==> src/rtl/dispatch_queue_array.sv <==
// Per-channel in-order dispatch FIFOs between rename and the execution pipelines,
// with valid/ready backpressure, optional empty-channel bypass, flush and occupancy.
module dispatch_queue_array #(
  parameter int unsigned CHANNELS = 3,
  parameter int unsigned OP_W     = 32,
  parameter int unsigned DEPTH    = 4,
  parameter int unsigned BYPASS   = 0,
  parameter int unsigned CNT_W    = $clog2(DEPTH + 1)
) (
  input  logic                      clk,
  input  logic                      rst,
  input  logic                      flush,
  input  logic [CHANNELS*OP_W-1:0]  op_in,
  input  logic [CHANNELS-1:0]       op_in_valid,
  output logic [CHANNELS-1:0]       op_in_ready,
  output logic [CHANNELS*OP_W-1:0]  op_out,
  output logic [CHANNELS-1:0]       op_out_valid,
  input  logic [CHANNELS-1:0]       op_out_ready,
  output logic [CHANNELS*CNT_W-1:0] occupancy,
  output logic                      all_empty
);

  localparam int unsigned PTR_W = $clog2(DEPTH);
  localparam logic [CNT_W-1:0] FULL_CNT = CNT_W'(DEPTH);

  logic [OP_W-1:0]  mem    [CHANNELS][DEPTH];
  logic [CNT_W-1:0] count  [CHANNELS];
  logic [PTR_W-1:0] rd_ptr [CHANNELS];
  logic [PTR_W-1:0] wr_ptr [CHANNELS];

  logic [CHANNELS-1:0] accept;
  logic [CHANNELS-1:0] push;
  logic [CHANNELS-1:0] enq;
  logic [CHANNELS-1:0] pop;
  logic [CHANNELS-1:0] empty;
  logic [CHANNELS-1:0] fifo_vld;

  // Handshake decode; ready never depends on op_out_ready.
  always_comb begin
    accept    = '0;
    push      = '0;
    enq       = '0;
    pop       = '0;
    empty     = '0;
    fifo_vld  = '0;
    op_out    = '0;
    occupancy = '0;
    all_empty = 1'b1;
    for (int c = 0; c < CHANNELS; c++) begin
      empty[c]    = (count[c] == '0);
      accept[c]   = (count[c] != FULL_CNT) && rst && !flush;
      push[c]     = op_in_valid[c] && accept[c];
      fifo_vld[c] = !empty[c] && rst && !flush;
      occupancy[c*CNT_W +: CNT_W] = count[c];
      all_empty   = all_empty && empty[c];
      if ((BYPASS != 0) && empty[c]) begin
        // Empty channel forwards the input; it is stored only if the pipeline stalls.
        op_out[c*OP_W +: OP_W] = op_in[c*OP_W +: OP_W];
        enq[c] = push[c] && !op_out_ready[c];
      end else begin
        op_out[c*OP_W +: OP_W] = mem[c][rd_ptr[c]];
        enq[c] = push[c];
        pop[c] = fifo_vld[c] && op_out_ready[c];
      end
    end
  end

  always_comb begin
    op_in_ready  = accept;
    op_out_valid = fifo_vld;
    if (BYPASS != 0) begin
      op_out_valid = fifo_vld | (empty & push);
    end
  end

  // Control state: reset and flush clear counts and pointers only.
  always_ff @(posedge clk) begin
    if (!rst || flush) begin
      for (int c = 0; c < CHANNELS; c++) begin
        count[c]  <= '0;
        rd_ptr[c] <= '0;
        wr_ptr[c] <= '0;
      end
    end else begin
      for (int c = 0; c < CHANNELS; c++) begin
        if (enq[c]) begin
          wr_ptr[c] <= wr_ptr[c] + PTR_W'(1);
        end
        if (pop[c]) begin
          rd_ptr[c] <= rd_ptr[c] + PTR_W'(1);
        end
        count[c] <= count[c] + CNT_W'(enq[c]) - CNT_W'(pop[c]);
      end
    end
  end

  // Data array carries no reset.
  always_ff @(posedge clk) begin
    for (int c = 0; c < CHANNELS; c++) begin
      if (enq[c]) begin
        mem[c][wr_ptr[c]] <= op_in[c*OP_W +: OP_W];
      end
    end
  end

endmodule
==> config.mk <==
export PLATFORM = sky130hd
export DESIGN_NAME = dispatch_queue_array
export DESIGN_NICKNAME = d
export VERILOG_FILES = /design/src/rtl/dispatch_queue_array.sv
export SDC_FILE = /design/constraint.sdc
export NUM_CORES = 1
export LEC_CHECK = 0
export BUFFER_PORTS_ARGS = -buffer_cell sky130_fd_sc_hd__buf_2
export CAP_MARGIN = 10
export CORE_MARGIN = 2
export CORE_UTILIZATION = 40
export CTS_BUF_LIST = sky130_fd_sc_hd__clkbuf_16
export DETAILED_ROUTE_END_ITERATION = 6
export GPL_TIMING_DRIVEN = 0
export SYNTH_ARGS = -nofsm -noshare
export SYNTH_HDL_FRONTEND = slang
export SYNTH_SLANG_ARGS = --single-unit
export TNS_END_PERCENT = 20
==> constraint.sdc <==
create_clock -name clk -period 5.9 [get_ports clk]
set_clock_uncertainty 0.2 [all_clocks]
set_input_delay 1.475 -clock clk [delete_from_list [all_inputs] [get_ports clk]]
set_output_delay 1.475 -clock clk [all_outputs]
set_load 0.02 [all_outputs]
# After elaboration in Yosys (flattened, before gate mapping)

Memories as Yosys holds them, arrays and structs flattened.
Index checks and enable logic that the tools add are counted.

$add $sub $neg: 12
Bitwise gates (word level): 15
$lt $le $gt $ge: 9
Eq/ne operators: 3
Reduce and logical (&&, ||, !) cells: 32
Mux-type cells: 48

Operators by type and width:

| cell                  | count |
|---|---|
| $mux W128             | 3 |
| $mux W32              | 9 |
| $bmux W32 S2          | 3 |
| $demux W32 S2         | 3 |
| $logic_and A1 B1 Y1   | 23 |
| $mux W1               | 21 |
| $ge A3 B3 Y1 const B  | 6 |
| $not A2 Y3            | 6 |
| $add A2 B1 Y2 const B | 6 |
| $mux W2               | 6 |
| $add A3 B1 Y3         | 3 |
| $logic_not A3 Y1      | 3 |
| $lt A3 B1 Y1 const B  | 3 |
| $mux W3               | 3 |
| $ne A3 B3 Y1 const B  | 3 |
| $or A1 B1 Y1          | 9 |
| $sub A3 B1 Y3         | 3 |
| $logic_not A1 Y1      | 5 |
| $logic_or A1 B1 Y1    | 1 |

Input bits: 105
Bits in writable memories: 405
Bits in registers: 0
Output and inout port bits: 112
Memories: 4

Memories:

| name   | words | width | rd ports | clocked after memory_dff | wr ports | RTL line | text |
|---|---|---|---|---|---|---|---|
| mem    | 3     | 128   | 3        | 0                        | 3        | 26       | `logic [OP_W-1:0] mem [CHANNELS][DEPTH];` |
| count  | 3     | 3     | 3        | 0                        | 3        | 27       | `logic [CNT_W-1:0] count [CHANNELS];` |
| rd_ptr | 3     | 2     | 3        | 0                        | 3        | 28       | `logic [PTR_W-1:0] rd_ptr [CHANNELS];` |
| wr_ptr | 3     | 2     | 3        | 0                        | 3        | 29       | `logic [PTR_W-1:0] wr_ptr [CHANNELS];` |

# Logic depth before layout (Yosys ltp)

Depth after elaboration: 9
Depth in mapped cells: 12

# Least setup slack after synthesis

No wires, ideal clock.

Kind: input -> output
From: in flush
To: out op_in_ready[0]
Slack: 2.004 ns
Stages on the path: 3
Arrival time: 2.221 ns
Cell sequence: and2b_4 > clkbuf_1 > and2_1

Cells in the longest elaborated chain, start to end: 2

RTL lines:

| item                | RTL line | text |
|---|---|---|
| start, declared     | 12       | `input logic flush,` |
| $logic_not A1 Y1    | 51       | `accept[c] = (count[c] != FULL_CNT) && rst && !flush;` |
| $logic_and A1 B1 Y1 | 51       |  |
| end, declared       | 15       | `output logic [CHANNELS-1:0] op_in_ready,` |

Every way passes these cells.

# Worst setup path in the final report

From: in flush
To: out op_in_ready[1]

The elaborated chain is that of the path after synthesis.

==> metrics <==
Placer Congestion about 0.7; Die Wd 199.2 um; MaxCap Viol Count 0; worst setup slack after layout around 1.5 ns; initial DRC count between 300 and 400; die area 39670 um2; CP endpoint kind output pin; drt pass-1 iters 4; Core Box Area ~38000 um2; Die Ht 199.2 um; Ys Warns 0; Final Hold Vio Count 0; fin cells approximately 1400; post-synthesis net count ~770; clock buffer count from CTS 43; class of the worst hold path flop to flop; Synth area leader edfxtp_1; max layer used met5; CTS root buf clkbuf_16; Synth cell types 31; pre-CTS setup slack around 1.5 ns; Tot Pwr a little over 6000 uW; FMAX 228.7 MHz; Post-Place Cells 1373; worst skew pair latency ~0.55 ns; postcts setup bufs 0; Worst Setup SP flush; Pleak approximately 0.0064 uW; hold path startpoint count[0][4]$_SDFF_PP0_; Overflow after GRT 0; Finish-stage setup viols 0; first-pass GRT wire length between 40000 and 50000 um; CP dominant cell by count buf_2; row cnt approximately 70; Starting Density 0.4055; ys flop type edfxtp_1; Nets just over 1000; EDFF count, synth 396; post-CTS sizing 0; power per cell area roughly 330 nW/um2; max-slew violation count 0; WL met1 ~13000 um; CP max FO 10; CP Cell Sequence buf_2 > and2b_4 > clkbuf_1 > and2_2 > buf_2; sequential area share after synthesis 0.7923; Synth top cells by count edfxtp_1, mux4_2, and2_1, ha_1, inv_1; Final Util 0.4895; slowest cell on the critical path clkbuf_1; largest net degree at the start of global routing 33; Synth top area share 0.7805; met3 WL roughly 2300 um; syn avg cell area around 24 um2; CP required roughly 4.2 ns; synthesized flop and latch total slightly above 400; Max VDD drop approximately 0.00026 V; post-DP HPWL 19120 um; slew of the pin with the lowest slew margin 0.9416 ns; PortBufs around 220; reg2reg start count[0][4]$_SDFF_PP0_; Top Ports 217; critical path type input pin to output pin; Hold Buf Count CTS 0; # DRC 0; max_slew headroom 0.3723; gate count after technology mapping roughly 640; outcome complete, no violations; met2 wire len around 14000 um; gr usage total 0.1537; unrepaired setup endpoints after global routing no; fin crit share 0.7411; worst-case clock buffer depth 3; drt total wl roughly 30000 um; vias per inst just under 5; startpoint types input pin; synthesized area ~15000 um2; area delta synth->final 20.73%; H-Tree Depth 2; Antenna Nets Post-Route 0; CTS tree done; Worst path max stage delay around 0.42 ns; Async SR Flop Fraction 0; clock sink count slightly above 400; CP delay by family, top buffers and inverters; initial antenna violation count 8; worst path arrival time roughly 2.7 ns; setup TNS after final layout 0 ns; Vias between 7000 and 8000; number of global-route vias before repair roughly 7300; routed wire length per instance between 20 and 25 um; Final min period 4.372 ns; Buffers & Inverters on Critical Path 3; share of layout cells above drive strength 1 0.4437; ranking of synthesized cells by area edfxtp_1, mux4_2, ha_1; clock slew seen by the registers of the worst setup and hold paths 0.06 ns; count leader, synth edfxtp_1
layout make-up:
class	count	area, um2
Multi-Input combinational cell	189	2947
Buffer	26	146.4
Clock buffer	45	1126
Fill cell	3086	19180
Timing Repair Buffer	221	1189
Clock inverter	26	183.9
Antenna cell	4	10.01
Sequential cell	405	12070
Inverter	21	81.33
Tap cell	511	639.4
final timing paths:
kind | to | slack [ns] | cells past startpoint
min | count[0][5]$_SDFF_PP0_ | 0.37 | 2
max | op_in_ready[1] | 1.53 | 5
max reg2reg | count[0][5]$_SDFF_PP0_ | 2.95 | 11
min reg2reg | count[0][5]$_SDFF_PP0_ | 0.37 | 2
layer usage:
metal | GRT usage | vias up
li1 | - | 3203
met1 | 0.1998 | 3590
met2 | 0.2393 | 178
met3 | 0.06025 | 47
met4 | 0.04726 | 8
met5 | 0 | -
state kept, by name, indices dropped and copies added (netlist names):
register	flops
mem	384
count	9
rd_ptr	6
wr_ptr	6
cells in the final DEF (no fill, tap or decap), types with 4 or more instances in the layout:
| cell type | n |
|---|---|
| mux4_2 | 96 |
| inv_1 | 31 |
| clkinv_2 | 6 |
| ha_1 | 18 |
| buf_2 | 228 |
| and2_2 | 13 |
| a21oi_1 | 6 |
| nand2_1 | 4 |
| and2_1 | 12 |
| diode_2 | 4 |
| buf_12 | 4 |
| edfxtp_1 | 396 |
| clkbuf_1 | 5 |
| clkinv_1 | 4 |
| xnor2_1 | 7 |
| dfxtp_1 | 9 |
| clkbuf_16 | 45 |
| nor2_1 | 4 |
| buf_4 | 9 |
power by group:
group,leakage (uW),internal [uW],switching [uW]
sequential,0.00367,3220,16.1
clock,0.000696,1490,1020
combinational,0.00201,158,233
total,0.00638,4870,1270
worst register-to-register path, stage by stage, from the launching register on:
cell and delay [ns]:
dfxtp_1 0.36, or3_2 0.54, nand3_1 0.35, inv_1 0.09, ha_1 0.27, inv_1 0.05, ha_1 0.13, inv_1 0.05
fa_1 0.37, xor2_1 0.16, and2_1 0.16, nor3_1 0.13
through the flow:
stage          instance area [um2]  hold WS (ns)
3_3_place_gp                 16960        0.3618
4_1_cts                      18380        0.3812
6_report                     18390        0.3750
3_5_place_dp                 17070        0.3638
2_1_floorplan                15240        0.3849
5_1_grt                      18390        0.4189
logic make-up (layout without fill, tap and decap cells):
family | count (synthesis) | after routing | synth area share
other cells | 0 | 4 | 0
simple gates | 51 | 51 | 0.02152
compound gates | 13 | 13 | 0.005996
mux | 96 | 96 | 0.1419
buf+inv | 47 | 339 | 0.01495
fa+ha+maj | 21 | 21 | 0.01872
xor+xnor | 8 | 8 | 0.004599
flops | 405 | 405 | 0.7923
Power figures use the tool's default switching activity.
